**src/rtl/shift_reg_piso.sv**
```systemverilog
// Parallel-in serial-out shift register: a load captures a word, and each enabled shift emits it MSB first.
// data_out comes straight from the register MSB. There is no handshake, so the upstream controller counts the shifts.
`timescale 1ns/1ps
module shift_reg_piso #(
  parameter int   WIDTH    = 4,
  parameter logic FILL_BIT = 1'b0
) (
  input  logic             clk,
  input  logic             rst_n,
  input  logic             load,
  input  logic             shift_en,
  input  logic [WIDTH-1:0] data_in,
  output logic             data_out
);

  logic [WIDTH-1:0] r_sreg;
  logic [WIDTH-1:0] w_sreg_nxt;

  // Load beats shift. data_in is only selected when load is high, so an undriven word cannot leak in.
  always_comb begin
    w_sreg_nxt = r_sreg;
    if (load)
      w_sreg_nxt = data_in;
    else if (shift_en)
      w_sreg_nxt = {r_sreg[WIDTH-2:0], FILL_BIT};
  end

  // rst_n is active-high despite its name.
  always_ff @(posedge clk or posedge rst_n) begin
    if (rst_n)
      r_sreg <= '0;
    else
      r_sreg <= w_sreg_nxt;
  end

  assign data_out = r_sreg[WIDTH-1];

endmodule

```
**config.mk**
```make
export PLATFORM = sky130hd
export DESIGN_NAME = shift_reg_piso
export DESIGN_NICKNAME = d
export VERILOG_FILES = /design/src/rtl/shift_reg_piso.sv
export SDC_FILE = /design/constraint.sdc
export NUM_CORES = 1
export LEC_CHECK = 0
export ABC_AREA = 1
export CAP_MARGIN = 20
export CORE_AREA = 2 2 39 41
export DETAILED_ROUTE_END_ITERATION = 6
export DIE_AREA = 0 0 41 43
export PLACE_DENSITY = 0.47
export SYNTH_ARGS = -nofsm -noshare
export SYNTH_HDL_FRONTEND = slang
export SYNTH_SLANG_ARGS = --single-unit
```
**constraint.sdc**
```tcl
create_clock -name clk -period 0.8 [get_ports clk]
set_input_delay 0.12 -clock clk [delete_from_list [all_inputs] [get_ports clk]]
set_output_delay 0.12 -clock clk [all_outputs]
set_load 0.02 [all_outputs]
```
==> metrics list <==
- Post-synthesis cell type count: 6
- Library cell with the largest summed area after synthesis: dfrtp_1
- Depth of the most critical reg-to-reg path: 3
- Clock tree synthesis found a total of 4 sinks.
- TritonCTS built the clock tree.
* Post-Syn Area per Cell: 8.08 µm²
- The critical path is of the reg -> out type.
- Setup repair after global routing could not meet its margin everywhere.
- Summing every instance area after synthesis gives 178 µm².
- In this run the worst hold path is classified as in -> async.
- Post-synthesis mux area share: 0%
* Main combinational cell family by area after synthesis: simple AND/OR/NAND/NOR gates
- In this design, the stage delay of the slowest critical-path cell is 0.38 ns.
- Die area: 1760 µm²
- The library cells used most frequently in the layout, excluding fill and tap cells, are nand2_1 (9), nand3_1 (6), clkdlybuf4s50_1 (6).
- The floorplan step set the die width to 41 µm.
- Number of global-route vias before repair: 192
* Max Transition Viols Final: 0
* 1st-iter DRT viols: 2
- LEAKAGE: 0.157 nW
* Final setup skew: 0.00268 ns
- The number of antenna diodes in the final layout is 0.
- Fill cells in the final layout number 162.
* Proportion of layout cells with a drive suffix above 1: 25.0%
- IR analysis of the VDD net gives a maximum drop of 424 µV.
- The smallest clock period supported by the final layout is computed as 0.869 ns.
- Clock buffers created by TritonCTS: 3
* Endpoint required time on the critical path: 0.68 ns
- Dividing the detail-routed via count by the number of cells gives 3.63.
* Number of warnings printed during yosys synthesis: 0
- PwrDens: 1840 nW/µm²
* Detailed Route WL: 430 µm
* Synth Area in Compound Gates: 0%
- Once the floorplan was initialized, standard cells occupied 12.8% of the core.
- Based on the critical path, the design can be clocked at up to 1.15 GHz.
- Count of standard-cell rows: 14
* Post-Syn Nets: 30
- Total of max-cap violations: 0
- The congestion estimate from routability-driven global placement came to 0.678.
* Vias post-DR: 189
- Finished layout cell area: 323 µm²
- Grouping stages by cell kind, the critical path spends the most delay in flip-flops.
* Total track usage: 6.83%
- Clock-pin slew was measured on the worst setup and hold paths at 0.04 ns.
* Post-layout nets: 46
- Antenna violations before repair: 0
- Clock latency on the worst-skew pair, taken at its later pin, is 0.24 ns.
* Largest register by flop count: r_sreg
* Simple-gate area share of the yosys netlist: 39.4%
* Area share of the largest cell type after synthesis: 56.3%
- The flow ran to the end, but the final reports show violations.
- At the worst endpoint, the arrival time is 0.75 ns.
- Area growth syn-to-layout: 81.7%
- Highest net fanout along the worst path: 2
* Failing checks: negative setup slack
* Synthesized flop and latch total: 4
* Measured slew at the worst slew-check pin: 0.222 ns
* Critical Path, Cell by Cell: buf_6
- Among all stages on the critical path, the largest delay is contributed by dfrtp_1.
- Cell Area, Placed: 293 µm²
- Number of antenna-violating nets in the routed design: 0
* Largest cells by area after synthesis: dfrtp_1 (56%), nand2_1 (19%), nand3_1 (17%), nor2_2 (3.5%), inv_1 (2.1%)
- Layout Utilization: 23.3%
* Grt total ovfl: 0
- # hold bufs at CTS: 0
- Final Hold Violating Endpoints: 0
- Ports: 9
* Endpoint kind of the worst setup timing path: primary output
- PnR worst setup slack: -0.0687 ns
* Level count of the clock H-tree: 1
- The clock passes through at most 2 buffers.
- Measured against its own limit, the worst slew margin works out to 85.2%.
- Floorplan core area: 1380 µm²
- After detailed routing, the number of remaining DRC violations is 0.
- Leaving out fill and tap cells, the most frequent cell in the layout is nand2_1.
- Clk Tree Root Cell: clkbuf_4
* Count of input and output buffers: 8
* Post-synthesis share of cell area spent on full adders, half adders and majority gates: 0%
- Largest registers in the final layout: r_sreg (4)
- The wire-length estimate of the detail-placed layout is 329 µm.
- Final count of negative-setup-slack endpoints: 1
- Fin crit share: 109%
- Post-synthesis sequential area ratio: 56.3%
* Setup Total Neg Slack: -0.0687 ns
- STA classifies the critical path startpoint as a register.
- Dividing the detail-routed wire length by the instance count gives 8.27 µm.
- Entering global routing, the biggest net connects 6 pins.
- The floorplan step set the die height to 43 µm.
- Total number of cells along the worst setup path: 1
- Worst setup timing slack at the placement stage: -0.279 ns
- Combined buffer and inverter count along the critical path: 1
- The pre-antenna-repair detailed-routing pass consisted of 2 iterations.
* Number of instances in the synthesized netlist: 22
- Global-route wire length before repair: 738 µm
- Summing the areas of all xor and xnor instances in the mapped netlist gives 0% of the synthesized area.
- The register with the most flip-flops in the layout has 4 of them.
[final timing paths]
path,from,to,slack [ns]
worst max-delay path,r_sreg[3],data_out,-0.07
worst min-delay path,rst_n,r_sreg[3],0.08
worst max register to register,r_sreg[3],r_sreg[3],0.07
worst min register to register,r_sreg[0],r_sreg[0],0.48
max in group asynchronous,rst_n,r_sreg[2],0.55
min in group clk,load,r_sreg[2],0.39
[kinds of logic after synthesis]
group                  after synthesis
DFF                                  4
buffers and inverters                2
and+or+nand+nor                     16
[where the power goes]
part / total (mW) / internal, mW / switching [mW]
clock network: 0.260 / 0.168 / 0.0913
logic: 0.103 / 0.0621 / 0.0410
registers: 0.233 / 0.222 / 0.0106
[what timing repair did]
action                                  4_1_cts  5_1_grt
endpoints found under the setup margin        5        1
setup buffers                                 1        0
gates resized for setup                       7        0
[cell usage after synthesis, drive strengths merged]
| master | instances |
|---|---|
| nand2 | 9 |
| inv | 2 |
| nand3 | 6 |
| nor2 | 1 |
| dfrtp | 4 |
[final cells by class]
cell class | count | area, µm² | share of cell area (%)
inverters | 2 | 7.51 | 2.33
repair buffers | 11 | 103 | 31.8
clock buffers | 3 | 22.5 | 6.98
multi-input cells | 16 | 70.1 | 21.7
well taps | 16 | 20.0 | 6.20
flip-flops and latches | 4 | 100 | 31.0
[layer usage]
metal	part of all wire, %	global-route usage [%]	vias to the layer above
met5	0	0	-
met4	0	8.00	0
met3	7.7	3.14	0
met2	46	7.81	6
met1	46	8.06	84
li1	-	-	99
[per-stage QoR]
| stage | hold WS [ns] | power, mW | instances |
|---|---|---|---|
| floorplan | -0.114 | 0.267 | 22 |
| CTS | 0.0794 | 0.610 | 52 |
| global route | 0.0911 | 0.628 | 52 |
| detailed placement | 0.326 | 0.333 | 48 |
| finish | 0.0809 | 0.595 | 52 |
| global placement | 0.324 | 0.330 | 48 |
Note: power is estimated with default switching activity, not from simulation.
